### src/rtl/ili9341_sequencer_pkg.sv
// ili9341_sequencer_pkg: shared state encoding and SPI selector constants for the ILI9341 path
package ili9341_sequencer_pkg;
  typedef enum logic [3:0] {
    IDLE, HW_RST, HW_WAIT, INIT, SETTLE, WIN, PIXELS, FRAME_END, STOPPED, ERROR
  } state_t;
  localparam logic INI_COMM  = 1'b0;
  localparam logic LOOP_COMM = 1'b1;
  localparam logic BUS_CMD   = 1'b0;
  localparam logic BUS_PIX   = 1'b1;
  function automatic int max3(input int a, input int b, input int c);
    return ((a > b ? a : b) > c) ? (a > b ? a : b) : c;
  endfunction
endpackage

### src/rtl/ili9341_sequencer_delay_timer.sv
// delay_timer: load-and-count-down timer; o_expired rises on the i_value-th cycle after a load
module delay_timer #(
  parameter int W = 8
) (
  input  logic         clk,
  input  logic         rst,
  input  logic         i_load,
  input  logic [W-1:0] i_value,
  output logic         o_expired
);
  logic [W-1:0] cnt;
  always_ff @(posedge clk or posedge rst)
    if (rst) cnt <= '0;
    else cnt <= i_load ? i_value - W'(1) : (cnt != '0 ? cnt - W'(1) : cnt);
  assign o_expired = cnt == '0;
endmodule

### src/rtl/ili9341_sequencer.sv
// ili9341_sequencer: panel reset, init/settle, then alternating window command and pixel frames
module ili9341_sequencer
  import ili9341_sequencer_pkg::*;
#(
  parameter int RST_LOW_CYC     = 1000,
  parameter int RST_WAIT_CYC    = 6000,
  parameter int SLPOUT_WAIT_CYC = 12000000,
  parameter int PIX_PER_FRAME   = 76800,
  parameter int TIMEOUT_CYC     = 1000000
) (
  input  logic clk,
  input  logic rst,
  input  logic i_start,
  input  logic i_stop,
  input  logic i_comm_array_sent,
  input  logic i_pix_sent,
  output logic o_lcd_rst_n,
  output logic o_send_comm_ena,
  output logic o_command,
  output logic o_pix_ena,
  output logic o_bus_sel,
  output logic o_init_done,
  output logic o_frame_done,
  output logic o_busy,
  output logic o_error
);
  localparam int DW = $clog2(max3(RST_LOW_CYC, RST_WAIT_CYC, SLPOUT_WAIT_CYC)) + 1;
  localparam int WW = $clog2(TIMEOUT_CYC) + 1;
  localparam int PW = $clog2(PIX_PER_FRAME + 1);
  state_t state;
  logic stop_pend, tmr_load, tmr_expired, timeout, enter_win;
  logic [DW-1:0] tmr_value;
  logic [WW-1:0] wd;
  logic [PW-1:0] pix_cnt;
  // the timer loads on the same edge that enters the timed state, so its count is live on the first cycle
  always_comb begin
    tmr_load = (state == IDLE && i_start) || (state == HW_RST && tmr_expired) ||
               (state == INIT && i_comm_array_sent);
    tmr_value = state == IDLE ? DW'(RST_LOW_CYC) :
                state == HW_RST ? DW'(RST_WAIT_CYC) : DW'(SLPOUT_WAIT_CYC);
    timeout = wd == WW'(TIMEOUT_CYC - 1) &&
              ((state == INIT || state == WIN) ? !i_comm_array_sent : (state == PIXELS && !i_pix_sent));
    enter_win = (state == SETTLE && tmr_expired) || (state == FRAME_END && !(stop_pend || i_stop)) ||
                (state == STOPPED && i_start);
  end
  delay_timer #(.W(DW)) u_timer (
    .clk(clk), .rst(rst), .i_load(tmr_load), .i_value(tmr_value), .o_expired(tmr_expired)
  );
  always_ff @(posedge clk or posedge rst)
    if (rst) begin
      state           <= IDLE;
      stop_pend       <= 1'b0;
      wd              <= '0;
      pix_cnt         <= '0;
      o_lcd_rst_n     <= 1'b0;
      o_send_comm_ena <= 1'b0;
      o_command       <= INI_COMM;
      o_pix_ena       <= 1'b0;
      o_bus_sel       <= BUS_CMD;
      o_init_done     <= 1'b0;
      o_frame_done    <= 1'b0;
      o_busy          <= 1'b0;
      o_error         <= 1'b0;
    end else begin
      o_send_comm_ena <= 1'b0;
      o_frame_done    <= 1'b0;
      stop_pend <= (state == IDLE || state == STOPPED) ? 1'b0 : stop_pend | i_stop;
      wd <= (state == INIT || state == WIN || state == PIXELS) ? wd + WW'(1) : '0;
      if (timeout) begin
        state     <= ERROR;
        o_error   <= 1'b1;
        o_busy    <= 1'b0;
        o_pix_ena <= 1'b0;
        o_bus_sel <= BUS_CMD;
      end else begin
        case (state)
          IDLE: if (i_start) begin
            state  <= HW_RST;
            o_busy <= 1'b1;
          end
          HW_RST: if (tmr_expired) begin
            state       <= HW_WAIT;
            o_lcd_rst_n <= 1'b1;
          end
          HW_WAIT: if (tmr_expired) begin
            state           <= INIT;
            o_command       <= INI_COMM;
            o_send_comm_ena <= 1'b1;
          end
          INIT: if (i_comm_array_sent) state <= SETTLE;
          SETTLE: if (tmr_expired) o_init_done <= 1'b1;
          WIN: if (i_comm_array_sent) begin
            state     <= PIXELS;
            o_bus_sel <= BUS_PIX;
            o_pix_ena <= 1'b1;
            wd        <= '0;
          end
          PIXELS: if (i_pix_sent) begin
            wd      <= '0;
            pix_cnt <= pix_cnt + PW'(1);
            if (pix_cnt == PW'(PIX_PER_FRAME - 1)) begin
              state        <= FRAME_END;
              o_pix_ena    <= 1'b0;
              o_frame_done <= 1'b1;
            end
          end
          FRAME_END: begin
            pix_cnt <= '0;
            if (stop_pend || i_stop) begin
              state     <= STOPPED;
              o_busy    <= 1'b0;
              o_bus_sel <= BUS_CMD;
            end
          end
          STOPPED, ERROR: ;
          default: state <= IDLE;
        endcase
        if (enter_win) begin
          state           <= WIN;
          o_command       <= LOOP_COMM;
          o_send_comm_ena <= 1'b1;
          o_bus_sel       <= BUS_CMD;
          o_busy          <= 1'b1;
        end
      end
    end
endmodule

### config.mk
export PLATFORM = sky130hd
export DESIGN_NAME = ili9341_sequencer
export DESIGN_NICKNAME = d
export VERILOG_FILES = /design/src/rtl/ili9341_sequencer_pkg.sv /design/src/rtl/ili9341_sequencer_delay_timer.sv /design/src/rtl/ili9341_sequencer.sv
export SDC_FILE = /design/constraint.sdc
export NUM_CORES = 1
export LEC_CHECK = 0
export ABC_AREA = 1
export CORE_AREA = 2 2 80 113
export DETAILED_ROUTE_END_ITERATION = 8
export DIE_AREA = 0 0 82 115
export GPL_TIMING_DRIVEN = 0
export PLACE_DENSITY = 0.72
export SLEW_MARGIN = 20
export SYNTH_ARGS = -nofsm -noshare
export SYNTH_HDL_FRONTEND = slang
export SYNTH_SLANG_ARGS = --single-unit
### constraint.sdc
create_clock -name clk -period 2.9 [get_ports clk]
set_input_delay 0.725 -clock clk [delete_from_list [all_inputs] [get_ports clk]]
set_output_delay 0.725 -clock clk [all_outputs]
set_load 0.03 [all_outputs]
==> results.ini <==
[global_route]
grt_pass1_wl_mm=18.1
grt_usage=0.251
antenna_found_initial=0
grt_pass1_vias=4036
grt.overflow.total=0
grt_max_degree=40

[sta]
rsz0062_at_grt=false
slew_headroom=0.653
post-route-period-util=0.858
max_slew.worst_pin.slew_ps=521
fmaxAchievable_mhz=402
finalSetupViolCount=0
drv_slew=0
skew_ps=8.76
final_hold_viol_count=0
fin_crit_ps=2490

[clock_network]
clk_latency_ps=340
hold_buffers=0
path_clk_slew_ps=60
numClockSinks=77
cts_setup_buffers=0
cts_max_level=3
post_cts_resized=0
tritoncts.num_buffers=9
clk_path_buf_depth=2
cts_root_buf=clkbuf_16
cts_tree=yes

[layout]
drive_above_1_share=0.117
diodes=0
final_area_sq_um=5160
area_growth_pct=13.0
nNetsFinal=643
n_fill_cell=755
fin_cells=744

[synthesis]
ys_warn_count=0
syn_avg_cell_area_sq_um=7.49
synthArstFlopShare=1.00
yosysUniqueCellTypes=49
synth-edff-count=0
mappedNetlistArea_sq_um=4560
ys_seq_elements=77
syn-instance-count=609
syn_nets=617
synth_top_flop_cell=dfrtp_1
ys_seq_area_frac=0.422

[route]
dr.pass1.iters=4
vias_per_cell=5.40
wl_per_cell_microns=14.2
drtIter0Drc=201
vias=4015
drc=0
antenna_left=0
wl_mm=10.6

[setup_path]
crit_type=in2reg
critPathCapture=u_timer.cnt[10]
rrSetupSlack_ps=440
critical_path.max_fanout=8
cp-start-kind=input port
required_ps=3130
reg2regPathDepth=11
r2r-end=state[0]
crit_start=i_start
end_kind=flip-flop
r2r-start=u_timer.cnt[16]
crit_arrival_ps=2720

[die]
rows=40
dieArea_sq_um=9430
io_pins=15
core_area_sq_um=8410
start_util=0.543
die_y_microns=115
die_x_microns=82

[pwr]
ir_drop_v=0.000541
p_per_area_nw_per_um2=878
p_leak_nw=2.43

[worst_hold_path]
min-delay-start=o_lcd_rst_n
worstHoldPathType=reg2reg

[place]
hpwl_mm=7.95
globalplace.congestion=0.909
place_area_sq_um=4860
dp.cells=729
io_buffers=14

[job]
drv_cap=0

[run_status]
status=finished, final reports clean

## registers in the layout, indices dropped and copies added, names as in the netlist
| register | flops |
|---|---|
| state | 4 |
| o_bus_sel | 1 |
| o_command | 1 |
| u_timer.cnt | 25 |
| o_frame_done | 1 |
| pix_cnt | 17 |
| o_busy | 1 |
| o_send_comm_ena | 1 |
| wd | 21 |
| o_pix_ena | 1 |
| stop_pend | 1 |
| o_error | 1 |
| o_init_done | 1 |
| o_lcd_rst_n | 1 |
## per-stage QoR
stage / hold slack [ps] / util / setup WS [ps] / power (W) / TNS, ps
3_5_place_dp: 453 / 0.578 / 101 / 0.00339 / 0
6_report: 460 / 0.613 / 411 / 0.00453 / 0
4_1_cts: 467 / 0.613 / 456 / 0.00454 / 0
3_3_place_gp: 448 / 0.575 / -1080 / 0.00333 / -82610
2_1_floorplan: 433 / - / 208 / 0.00294 / 0
5_1_grt: 478 / 0.613 / 217 / 0.00487 / 0
## logic make-up (layout without fill, tap and decap cells)
group / count (synthesis) / in the layout / share of synthesized area
buffers and inverters: 94 / 124 / 0.0850
xor gates and xnor gates: 11 / 11 / 0.0211
DFF: 77 / 77 / 0.422
and+or+nand+nor: 353 / 353 / 0.375
AOI/OAI and AO/OA: 72 / 72 / 0.0911
adders and majority gates: 2 / 2 / 0.00548
## cells in the final DEF (no fill, tap or decap), types with 2 or more instances in the layout
cell type,n
nor3_2,2
clkbuf_1,2
nand3_2,10
nand2_1,116
xnor2_1,2
nor2_4,5
nor2_2,12
nand4_1,18
or2_1,4
inv_2,6
nor3b_1,5
buf_12,2
nand2_2,6
o211ai_1,2
nor3_1,16
buf_2,3
a21oi_1,25
clkinv_2,2
o21ai_0,27
ha_1,2
clkbuf_8,2
inv_1,79
clkbuf_16,9
dfrtp_1,77
clkdlybuf4s50_1,14
a31oi_1,2
nand2_8,2
nand3_1,39
nand2_4,3
or2_2,2
nor2_1,106
xor2_1,9
o21a_1,2
nor4_1,4
## cell usage after synthesis (2+ instances only)
cell type    n  area [sq um]
nor3_2       2          20.0
nor2_2      12          75.1
nor4_1       4          25.0
nor3b_1      5          37.5
xnor2_1      2          17.5
a21oi_1     25           125
inv_2        6          22.5
nand2_4      3          33.8
nand4_1     18           113
or2_1        4          25.0
nor2_1     106           398
nand2_2      6          37.5
or2_2        2          12.5
nand3_2     10           100
o21ai_0     27           135
xor2_1       9          78.8
nand3_1     39           195
o21a_1       2          15.0
ha_1         2          25.0
buf_2        3          15.0
nand2_1    116           435
dfrtp_1     77          1930
nand2_8      2          40.0
a31oi_1      2          12.5
clkbuf_1     2          7.51
nor3_1      16          80.1
o211ai_1     2          15.0
nor2_4       5          56.3
inv_1       80           300
## cell type report
type                            instances  area [sq um]  area share
Sequential cell                        77          1930       0.374
Tap cell                              105           131      0.0255
Multi-Input combinational cell        438          2250       0.436
Clock buffer                           11           253      0.0490
Buffer                                  7          53.8      0.0104
Clock inverter                          4          47.5     0.00922
Timing Repair Buffer                   15           160      0.0311
Inverter                               87           337      0.0653
## metal layers
metal,track usage,vias up,share of wire
li1,-,2019,-
met1,0.269,1899,0.39
met2,0.454,72,0.55
met3,0.0455,25,0.031
met4,0.140,0,0.032
met5,0,-,0
## power by group
| group | internal [W] | leakage, nW | switching (W) | total (W) |
|---|---|---|---|---|
| Combinational | 0.000644 | 1.28 | 0.00129 | 0.00194 |
| Sequential | 0.00129 | 1.00 | 0.000167 | 0.00146 |
| Clock | 0.000705 | 0.147 | 0.000429 | 0.00113 |
| Total | 0.00264 | 2.43 | 0.00189 | 0.00453 |
## critical path, cell delays in order
cell	delay, ps
clkdlybuf4s50_1	490
nand2_4	200
a21boi_1	380
nand2_1	180
nor2_2	160
nand2_1	120
nor2_2	220
nor2_1	70
o21a_1	160
## worst min path at each step
stage	to	slack (ps)	cells after the start
final	o_lcd_rst_n	460	1
after global routing	o_lcd_rst_n	480	1
after CTS	o_lcd_rst_n	470	1
after detailed placement	o_lcd_rst_n	450	1
after global placement	wd[0]	450	1
after floorplan	wd[0]	430	1
No activity file was read; power rests on OpenSTA's default activity.
